<file path="config.mk">
export PLATFORM = sky130hd
export DESIGN_NAME = fetch_stage
export DESIGN_NICKNAME = d
export VERILOG_FILES = /design/src/rtl/cpu_types_pkg.sv /design/src/rtl/ifid_latch.sv /design/src/rtl/fetch_stage.sv
export SDC_FILE = /design/constraint.sdc
export NUM_CORES = 1
export LEC_CHECK = 0
export ABC_AREA = 1
export BUFFER_PORTS_ARGS = -buffer_cell sky130_fd_sc_hd__buf_2
export CAP_MARGIN = 15
export CORE_AREA = 2 2 118 120
export CTS_CLUSTER_SIZE = 8
export DETAILED_ROUTE_END_ITERATION = 10
export DIE_AREA = 0 0 120 122
export PLACE_DENSITY_LB_ADDON = 0.25
export SLEW_MARGIN = 20
export SYNTH_ARGS = -nofsm -noshare
export SYNTH_HDL_FRONTEND = slang
export SYNTH_SLANG_ARGS = --single-unit
export TNS_END_PERCENT = 100
</file>
<file path="constraint.sdc">
create_clock -name CLK -period 3.3 [get_ports CLK]
set_clock_uncertainty 0.2 [all_clocks]
set_input_delay 0.33 -clock CLK [delete_from_list [all_inputs] [get_ports CLK]]
set_output_delay 0.33 -clock CLK [all_outputs]
set_load 0.02 [all_outputs]
</file>
<file path="src/rtl/cpu_types_pkg.sv">
// Shared pipeline types for the CPU: machine word, fetch-stage state encoding and PC reset value.
package cpu_types_pkg;

  typedef logic [31:0] word_t;

  typedef enum logic [1:0] {
    FETCH    = 2'd0,
    BUFFERED = 2'd1,
    HALTED   = 2'd2
  } fetch_state_t;

  localparam word_t PC_RESET = 32'h0000_0000;

  // Sequential successor; wraps modulo 2^32.
  function automatic word_t pc_plus4(input word_t pc);
    return pc + 32'd4;
  endfunction

endpackage

</file>
<file path="src/rtl/ifid_latch.sv">
// IF/ID pipeline register: flush clears to a bubble and takes priority over enable.
module ifid_latch
  import cpu_types_pkg::*;
(
  input  logic  clk,
  input  logic  rst,
  input  logic  en,
  input  logic  flush,
  input  word_t nxt_instr,
  input  word_t nxt_pcplus4,
  input  logic  nxt_valid,
  output word_t instr,
  output word_t pcplus4,
  output logic  valid
);

  always_ff @(posedge clk or posedge rst) begin
    if (rst) begin
      instr   <= '0;
      pcplus4 <= '0;
      valid   <= 1'b0;
    end else if (flush) begin
      instr   <= '0;
      pcplus4 <= '0;
      valid   <= 1'b0;
    end else if (en) begin
      instr   <= nxt_instr;
      pcplus4 <= nxt_pcplus4;
      valid   <= nxt_valid;
    end
  end

endmodule

</file>
<file path="src/rtl/fetch_stage.sv">
// Instruction-fetch stage: PC register, next-PC select, icache request, halt latch, IF/ID load.
// Define FETCH_IBUF_EN to add a one-entry buffer that holds a returned word while IF/ID is stalled.
module fetch_stage
  import cpu_types_pkg::*;
#(
  parameter word_t PC_INIT = PC_RESET
) (
  input  logic  CLK,
  input  logic  RST,
  input  logic  pc_en,
  input  logic  if_en,
  input  logic  if_flush,
  input  logic  iren_in,
  input  logic  pr_halt,
  input  logic  pcsrc,
  input  word_t branch_target,
  input  logic  id_jr,
  input  word_t jr_target,
  input  logic  id_jump,
  input  word_t jump_target,
  input  logic  ihit,
  input  word_t iload,
  output logic  imemREN,
  output word_t imemaddr,
  output word_t ifid_instr,
  output word_t ifid_pcplus4,
  output logic  ifid_valid,
  output logic  halted
);

  fetch_state_t state;
  word_t        pc;
  word_t        pcplus4;
  word_t        next_pc;
  word_t        fetch_word;
  logic         fetch_hit;

  assign pcplus4 = pc_plus4(pc);

  // MEM branch outranks ID redirects: it resolves an older instruction.
  always_comb begin
    if (pcsrc) begin
      next_pc = branch_target;
    end else if (id_jr) begin
      next_pc = jr_target;
    end else if (id_jump) begin
      next_pc = jump_target;
    end else begin
      next_pc = pcplus4;
    end
  end

  always_ff @(posedge CLK or posedge RST) begin
    if (RST) begin
      pc <= PC_INIT;
    end else if (pc_en && (state != HALTED)) begin
      pc <= next_pc;
    end
  end

  assign imemaddr = pc;
  assign imemREN  = iren_in & (state == FETCH);
  assign halted   = (state == HALTED);

`ifdef FETCH_IBUF_EN
  word_t ibuf;
  logic  redirect;
  logic  capture;

  assign redirect = pcsrc | id_jr | id_jump;
  // Park a returned word only if IF/ID cannot take it and it is not about to be discarded.
  assign capture  = ihit & ~if_en & ~if_flush & ~redirect;

  always_ff @(posedge CLK or posedge RST) begin
    if (RST) begin
      state <= FETCH;
      ibuf  <= '0;
    end else begin
      unique case (state)
        FETCH: begin
          if (pr_halt) begin
            state <= HALTED;
          end else if (capture) begin
            ibuf  <= iload;
            state <= BUFFERED;
          end
        end
        BUFFERED: begin
          if (pr_halt) begin
            state <= HALTED;
          end else if (if_flush || redirect || if_en) begin
            state <= FETCH;
          end
        end
        HALTED: begin
          state <= HALTED;
        end
        default: begin
          state <= FETCH;
        end
      endcase
    end
  end

  assign fetch_word = (state == BUFFERED) ? ibuf : iload;
  assign fetch_hit  = (state == BUFFERED) ? 1'b1 : ihit;
`else
  always_ff @(posedge CLK or posedge RST) begin
    if (RST) begin
      state <= FETCH;
    end else begin
      unique case (state)
        FETCH: begin
          if (pr_halt) begin
            state <= HALTED;
          end
        end
        HALTED: begin
          state <= HALTED;
        end
        default: begin
          state <= FETCH;
        end
      endcase
    end
  end

  // Without a buffer a stalled fetch simply stays requested at the same PC.
  assign fetch_word = iload;
  assign fetch_hit  = ihit;
`endif

  ifid_latch u_ifid_latch (
    .clk         (CLK),
    .rst         (RST),
    .en          (if_en),
    .flush       (if_flush),
    .nxt_instr   (fetch_word),
    .nxt_pcplus4 (pcplus4),
    .nxt_valid   (fetch_hit),
    .instr       (ifid_instr),
    .pcplus4     (ifid_pcplus4),
    .valid       (ifid_valid)
  );

endmodule

</file>
==> impl_metrics.ini, run 1 <==
[cts]
clock_sinks = 98
cts_made_buffers = 9
clockBufferDepth = 2
htreeDepth = 3
clk-insertion-delay-late_ps = 350
root_buffer = clkbuf_16
cts_tree = done
clk_pin_slew_ps = 70
postCtsSetupRepairBufs = 0

[finish]
nNetsFinal = 1140
ff_latch_area_um2 = 2452
n_antenna_cell = 0
drive_gt1_share_pct = 28.56
fillers = 1365
multi_input_area_um2 = 2552
area_growth_pct = 29.35

[global_route]
antenna_found_initial = 0
grt_pass1_vias = 5473
grt_max_degree = 61
grtUsageTotal_pct = 24.40
grt_pass1_wl_um = 28010
grt_overflow_total = 0

[power]
p_per_area_nw_per_um2 = 438.0
ir_drop_mv = 0.2106
p_leak_nw = 3.742

[synthesis]
synthTopCellsByArea = dfrtp_1 (43%), nand2_1 (11%), inv_1 (8.0%)
yosysTopAreaCellShare_pct = 43.42
synth_common_cells = nand2_1 (162), inv_1 (121), dfrtp_1 (98)
syn-num-nets = 918
async_flop_share_pct = 100.0
synth_area_um2 = 5648
synth_seq_cells = 98
ys_seq_area_share_pct = 43.42
syn_area_per_cell_um2 = 7.260
synth_warnings = 0
synth_ff_type = dfrtp_1
synth_top_area_cell = dfrtp_1
netlist_instances = 778
synth_edf_count = 0
synth_cell_types = 38
synth_most_common_cell = nand2_1

[placement]
place_congestion = 0.9229
dp_hpwl_um = 13300
portBuffers = 237
dp_slack_ps = 1283

[sta]
fmax_mhz = 488.5
fin_crit_ps = 2047
tightest_slew_ps = 761.0
slew_viol_final = 0
timing.slew.headroom_pct = 49.27
layout_worst_path_cycle_share_pct = 62.03
setup_tns_ps = 0
final-setup-viol-count = 0
finalHoldViolCount = 0
rsz0062_at_grt = false
setup_ws_ps = 1253
timing.hold.ws_ps = 11.63

[floorplan]
initial_utilization_pct = 41.82
ioPinCount = 238
placementRows = 43
die_area_um2 = 14640
die_y_um = 122
core-area_um2 = 13500
fp.dieW_um = 120

[worst_setup_path]
cp-start-kind = flop
slowest_stage = dfrtp_1
critical_path_buf_inv_count = 1
critPathTopFamily = simple AND/OR/NAND/NOR gates
cp.required_ps = 3340
end_kind = flop
worst-path-stages = 10
cp_common_cell = nand2_1
crit_chain = ha_1 -> nand3_2 -> inv_2 -> nand2_2 -> nor2_1 -> nand3_1 -> nand2_1 -> nand2_1 -> nand2_1 -> a21oi_1
worstSetupPathType = flop to flop
max_stage_delay_ps = 420
crit_fanout = 5
critPathArrivalTime_ps = 2090
r2r_cells = 10

[routing]
top_layer_used = met4
routed_via_density = 4.997
drtPass1Iterations = 5
vias = 5921
route.met2.wl_um = 8207
met1_length_um = 8342
antenna_left = 0
drc = 0
wl_um = 17770
drtIter0Drc = 369
drt-wirelength-per-cell_um = 15.00
wl_met3_um = 1016

[run_status]
outcome = complete, no violations

[run]
maxCapViolations = 0

[hold_path]
hold_class = input pin to flop
hold_path_depth = 3
==> what timing repair did <==
action | 4_1_cts | 5_1_grt
hold endpoints to repair | 61 | 0
setup endpoints to repair | 0 | 0
hold buffers | 3 | 0
gates resized for setup | 0 | 0
==> layer usage <==
layer / up-vias / track usage [%]
met5: - / 0
met2: 223 / 38.96
li1: 2957 / -
met1: 2727 / 34.16
met4: 0 / 7.353
met3: 14 / 4.073
==> worst paths after layout <==
kind / from / end / slack [ps]
setup / recovery: imemaddr[3] / imemaddr[30] / 1250
hold / removal: iload[22] / u_ifid_latch.instr[22] / 10
setup reg to reg: imemaddr[3] / imemaddr[30] / 1250
hold reg to reg: imemaddr[0] / imemaddr[0] / 330
max in group asynchronous: RST / u_ifid_latch.pcplus4[5] / 1750
min in group asynchronous: RST / u_ifid_latch.instr[0] / 480
==> stage by stage <==
| step | power, mW | instances | utilization [%] | cell area (um^2) |
|---|---|---|---|---|
| 2_1_floorplan | 1.819 | 778 | - | 5648 |
| 3_3_place_gp | 2.115 | 1166 | 51.54 | 6960 |
| 3_5_place_dp | 2.120 | 1166 | 51.54 | 6960 |
| 4_1_cts | 3.228 | 1185 | 54.10 | 7306 |
| 5_1_grt | 3.366 | 1185 | 54.10 | 7306 |
| 6_report | 3.200 | 1185 | 54.10 | 7306 |
==> cells in the final DEF, fill, tap and decap left out, types with 2 or more instances in the layout <==
master and instances:
a22oi_1 4, a22o_1 2, nand2_1 162, nor2_1 81
a21oi_1 30, xnor2_1 2, inv_1 120, o22ai_1 28
o22ai_2 2, buf_2 237, nand2_2 4, o221a_2 6
buf_4 8, nor2_4 5, or2_2 2, o21ai_0 73
clkbuf_16 9, o21ai_1 4, dlygate4sd3_1 3, nand4_1 2
nand3_1 77, o21bai_1 8, clkinv_4 2, o221ai_1 3
clkinvlp_4 2, xor2_1 6, and2_1 10, dfrtp_1 98
==> state kept, by name, indices dropped and copies added (netlist names) <==
register / count
u_ifid_latch.pcplus4: 32
u_ifid_latch.valid: 1
u_ifid_latch.instr: 32
imemaddr: 32
state: 1
==> worst reg2reg max path, cell delays in order, from the launching register on <==
cell and delay, ps:
dfrtp_1 420, ha_1 240, nand3_2 170, inv_2 150, nand2_2 110, nor2_1 210, nand3_1 100, nand2_1 70
nand2_1 80, nand2_1 130, a21oi_1 80
==> cells by family (layout without fill, tap and decap cells) <==
kind of cell	after synthesis	count (layout)	share of synthesized area, %
simple gates	349	349	27.03
compound gates	161	161	16.70
buf+inv	161	388	11.39
flops	98	98	43.42
xor+xnor	8	8	1.241
fa+ha+maj	1	1	0.2215
==> power breakdown <==
| group | internal, mW | switching (mW) | leakage (nW) | total, mW |
|---|---|---|---|---|
| logic | 0.255 | 0.445 | 2.32 | 0.700 |
| registers | 1.30 | 0.104 | 1.28 | 1.40 |
| clock network | 0.602 | 0.499 | 0.147 | 1.10 |
==> layout make-up <==
class	count	area share [%]
clock buffers	9	3.083
clock inverters	7	1.233
inverters	123	6.354
multi-input cells	519	34.94
flip-flops and latches	98	33.57
well taps	180	3.083
repair buffers	249	17.74
Power figures use the tool's default switching activity.
==> run 2: changes to the inputs <==
clock period = 1.8 ns   (was 3.3 ns; I/O delays follow)
==> run 2 against run 1 <==
  * Sequential share of layout area down 4.3 points
  * Highest routed layer unchanged
  * Register-to-register slack worse by 1300 ps
  * Die area unchanged
  * Clock-buffer cell count up 1
  * Final cell count up 9.5%
  * Design area up 15%
  * Sequential power up 81%
  * The run now ends with negative setup slack left
  * First-iteration DRC count up 45%
  * Via count up 9.6%
  * Critical path depth up 1
  * Flip-flop and latch count unchanged
==> impl_metrics.ini, run 2 (same netlist as run 1, synthesis figures left out) <==
[run_status]
outcome = finished, violations left
violations = negative setup slack

[placement]
portBuffers = 237
dp_hpwl_um = 13770
placed_cell_area_um2 = 7279
dp_cells = 1203
place_congestion = 0.9278

[finish]
nNetsFinal = 1252
layout_common_cells = buf_2 (237), nand2_1 (153), inv_1 (120)
ff_latch_area_um2 = 2465
fillers = 1194
mostFrequentLayoutCell = buf_2
final_area_um2 = 8433
area_growth_pct = 49.31
multi_input_area_um2 = 2651
n_antenna_cell = 0
drive_gt1_share_pct = 33.30
fin_cells = 1297

[power]
power.internal_mw = 4.159
p_sw_share_pct = 31.85
p_seq_share_pct = 41.5
p_per_area_nw_per_um2 = 723.6
total_power_mw = 6.102
power_frac_comb_pct = 26.8
p_switching_mw = 1.944
ir_drop_mv = 0.4905
power.clock.fraction_pct = 31.7
p_leak_nw = 4.269

[cts]
clockBufferDepth = 2
htreeDepth = 3
clk-insertion-delay-late_ps = 350
clock_sinks = 98
clk_pin_slew_ps = 70
root_buffer = clkbuf_16
cts_tree = done
cts_made_buffers = 9

[routing]
drtPass1Iterations = 7
vias = 6491
drtIter0Drc = 536
wl_um = 19580
drt-wirelength-per-cell_um = 15.10
drc = 0
antenna_left = 0
routed_via_density = 5.005

[floorplan]
initial_utilization_pct = 41.82
ioPinCount = 238
core-area_um2 = 13500
fp.dieW_um = 120
die_y_um = 122
placementRows = 43
die_area_um2 = 14640

[global_route]
antenna_found_initial = 0
grtUsageTotal_pct = 26.45
grt_overflow_total = 0
grt_pass1_wl_um = 30340
grt_max_degree = 49
grt_pass1_vias = 6003

[hold_path]
hold_class = input pin to flop
hold_path_depth = 5
hp-start = jump_target[1]
hold_end = imemaddr[1]

[worst_setup_path]
r2r-start = imemaddr[8]
crit_fanout = 5
cp.required_ps = 1840
r2r-end = imemaddr[24]
worstSetupPathType = flop to flop
r2r_cells = 11
cp-start-kind = flop
end_kind = flop
critPathArrivalTime_ps = 1840
r2r_setup_slack_ps = -2

[sta]
timing.slew.headroom_pct = 65.62
fmax_mhz = 555.0
final-setup-viol-count = 1
setup_ws_ps = -1.902
timing.hold.ws_ps = 4.121
fin_crit_ps = 1802
finalHoldViolCount = 0
tightest_slew_ps = 515.7
rsz0062_at_grt = true
setup_tns_ps = -1.902
slew_viol_final = 0
layout_worst_path_cycle_share_pct = 100.1

[run]
maxCapViolations = 0
run 2: changes by cell type in the layout (fill, tap and decap cells not counted), moves of 4 or more:
cell / delta
buf_4: +47
dfrtp_1: -10
dfrtp_2: +10
dlygate4sd3_1: +62
nand2_1: -9
nand2_2: +7
nor2_1: -15
nor2_2: +14
o21ai_0: -4
run 2: worst max path at each step:
| stage | depth (start not counted) | startpoint | slack, ps | to |
|---|---|---|---|---|
| after floorplan | 12 | imemaddr[3] | 30 | imemaddr[28] |
| after detailed placement | 8 | imemaddr[2] | -20 | imemaddr[16] |
| final | 11 | imemaddr[8] | -2 | imemaddr[24] |
| after global placement | 9 | imemaddr[8] | 10 | imemaddr[19] |
| after global routing | 11 | imemaddr[8] | -120 | imemaddr[24] |
| after CTS | 12 | imemaddr[2] | 0.4 | imemaddr[20] |
run 2: metrics by stage:
stage	util [%]	worst slack, ps
after floorplan	-	33.88
after global placement	53.91	14.62
after detailed placement	53.91	-20.31
after CTS	61.03	0.4257
after global routing	62.45	-116.4
final	62.45	-1.902
run 2: layer usage:
| layer | routed length, um | share of wire, % | vias up | GRT usage (%) |
|---|---|---|---|---|
| li1 | - | - | 3173 | - |
| met1 | 8210 | 42 | 2977 | 34.30 |
| met2 | 9307 | 48 | 298 | 44.60 |
| met3 | 1568 | 8.0 | 43 | 4.728 |
| met4 | 496 | 2.5 | 0 | 9.191 |
| met5 | 0 | 0 | - | 0 |
run 2: power by group through the flow:
stage               registers, mW  logic (mW)  clock network (mW)
global route                 2.56        1.79                2.08
floorplan                    2.78       0.560                   0
global placement             2.56        1.42                   0
detailed placement           2.57        1.43                   0
finish                       2.53        1.63                1.94
CTS                          2.53        1.55                1.95
run 2: critical path: stages (launching register included):
cell and delay (ps):
dfrtp_1 430, nand2_1 160, nor2_2 160, nand2_1 120
nor2_4 180, nand2_1 80, nand2_1 70, nand3_1 70
nand2_1 80, nand2_1 50, nand2_1 50, nand2_1 40
run 2: repair_timing:
action	4_1_cts	5_1_grt
hold buffers	65	0
buffers inserted	1	12
resized for setup	4	40
hold endpoints to repair	161	0
setup endpoints to repair	8	39
pin swaps	0	10
run 2: final cells by class:
type | instances | share of cell area [%]
clock inverter | 6 | 0.7715
tap | 180 | 2.671
timing repair buffer | 361 | 27.63
sequential | 98 | 29.23
inverter | 123 | 5.549
multi-input combinational | 519 | 31.44
clock buffer | 10 | 2.715
==> run 3: changes to the inputs <==
BUFFER_PORTS_ARGS = not set   (was -buffer_cell sky130_fd_sc_hd__buf_2)
DONT_BUFFER_PORTS = 1   (was not set)
==> run 3 against run 2 <==
  * The run ends with negative hold slack, negative setup slack left
  * Global-route usage increased by 0.21 points
  * Worst hold slack got worse by 200 ps
  * Clock-buffer cell count unchanged
  * Power increased by 1.6%
  * Via count decreased by 9.8%
  * First-iteration DRC count decreased by 30%
  * Core utilization decreased by 4.5 points
  * Non-clock buffer count decreased by 196
  * Routed wire length decreased by 0.18%
  * Critical path type unchanged
==> impl_metrics.ini, run 3 (same netlist as run 1, synthesis figures left out) <==
[worst_setup_path]
r2r-start = imemaddr[2]
critPathArrivalTime_ps = 1880
startpoint = imemaddr[2]
crit_end = imemaddr[11]
r2r_cells = 11
r2r_setup_slack_ps = -40
cp-start-kind = flop
cp.required_ps = 1850
crit_fanout = 4
end_kind = flop
r2r-end = imemaddr[11]
worstSetupPathType = flop to flop

[floorplan]
die_area_um2 = 14640
core-area_um2 = 13500
die_y_um = 122
initial_utilization_pct = 41.82
ioPinCount = 238
fp.dieW_um = 120
placementRows = 43

[cts]
clk-insertion-delay-late_ps = 350
clockBufferDepth = 2
clk_pin_slew_ps = 70
root_buffer = clkbuf_16
cts_made_buffers = 9
cts_tree = done
clock_sinks = 98
htreeDepth = 3

[finish]
drive_gt1_share_pct = 19.98
fillers = 1235
mostFrequentLayoutCell = nand2_1
final_area_um2 = 7825
layout_common_cells = nand2_1 (141), inv_1 (117), dfrtp_1 (92)
area_growth_pct = 38.55
nNetsFinal = 1056
n_antenna_cell = 0
post-route-util_pct = 57.95
fin_cells = 1101

[placement]
placed_cell_area_um2 = 6211
dp_hpwl_um = 13770
dp_slack_ps = -177.0
portBuffers = 0
place_congestion = 0.9703
dp_cells = 985

[sta]
timing.slew.headroom_pct = 63.82
layout_worst_path_cycle_share_pct = 102.1
final-setup-viol-count = 1
fmax_mhz = 544.2
setup_tns_ps = -37.43
tightest_slew_ps = 542.6
setup_ws_ps = -37.43
fin_crit_ps = 1837
rsz0062_at_grt = true
finalHoldViolCount = 17
slew_viol_final = 0
timing.hold.ws_ps = -193.6

[routing]
vias = 5852
drc = 0
drtPass1Iterations = 6
antenna_left = 0
drtIter0Drc = 375
drt-wirelength-per-cell_um = 17.75
wl_um = 19550
routed_via_density = 5.315

[power]
power_frac_comb_pct = 21.3
p_sw_share_pct = 31.57
p_switching_mw = 1.957
ir_drop_mv = 0.3760
power.internal_mw = 4.243
p_leak_nw = 3.504
total_power_mw = 6.200
p_per_area_nw_per_um2 = 792.3
power.clock.fraction_pct = 35.4
p_seq_share_pct = 43.3

[global_route]
antenna_found_initial = 0
grt_pass1_vias = 5843
grtUsageTotal_pct = 26.65
grt_overflow_total = 0
grt_pass1_wl_um = 30220
grt_max_degree = 99

[run]
maxCapViolations = 0

[run_status]
outcome = finished, violations left
violations = negative hold slack, negative setup slack

[hold_path]
hold_class = input pin to flop
hold_path_depth = 2
-- run 3: cell types whose count changed in the layout (fill, tap and decap cells not counted), sizes merged --
cell and change:
buf -221, dlygate4sd3 +25, clkinv -3, inv +3, bufinv +1, clkinvlp -1
-- run 3: final cells by class --
| class | count | area (um^2) | area share (%) |
|---|---|---|---|
| inverters | 123 | 473.0 | 6.044 |
| well taps | 180 | 225.2 | 2.878 |
| multi-input cells | 519 | 2813 | 35.95 |
| clock inverters | 6 | 102.6 | 1.311 |
| clock buffers | 10 | 239.0 | 3.054 |
| flip-flops and latches | 98 | 2460 | 31.44 |
| repair buffers | 165 | 1513 | 19.33 |
-- run 3: how the worst min path moves through the flow --
stage	startpoint	to	slack, ps
finish	pcsrc	imemaddr[17]	-190
floorplan	pr_halt	state[1]	90
CTS	pcsrc	imemaddr[15]	-210
global placement	RST	u_ifid_latch.instr[6]	50
global route	pcsrc	imemaddr[15]	-190
detailed placement	RST	u_ifid_latch.instr[5]	50
-- run 3: power by group through the flow --
stage / Sequential (mW) / Clock [mW] / Combinational, mW
after detailed placement: 2.71 / 0 / 1.01
after global placement: 2.71 / 0 / 0.997
after floorplan: 2.78 / 0 / 0.560
after global routing: 2.71 / 2.34 / 1.45
final: 2.68 / 2.20 / 1.32
after CTS: 2.67 / 2.26 / 1.21
-- run 3: what timing repair did --
item                                    4_1_cts  5_1_grt
pin swaps                                     6       22
buffers inserted                              2        7
resized for setup                             9       85
endpoints found under the setup margin       11       41
hold endpoints to repair                    167       15
cloned                                        0        0
hold buffers                                 89        2
-- run 3: per-layer routing --
metal	share of wire, %	track usage [%]	up-vias	wire length, um
li1	-	-	2783	-
met1	42	33.68	2771	8138
met2	48	45.10	266	9461
met3	8.3	6.133	32	1614
met4	1.7	8.971	0	335
met5	0	0	-	0
-- run 3: worst max-delay path: stages (launching register included) --
cell and delay [ps]:
dfrtp_2 400, buf_6 160, inv_6 50, nor2_8 150
nand3b_1 190, buf_4 200, nand2_1 50, nand2_1 60
nor2_1 110, o21ai_1 60, nand2_1 60, nand2_1 50
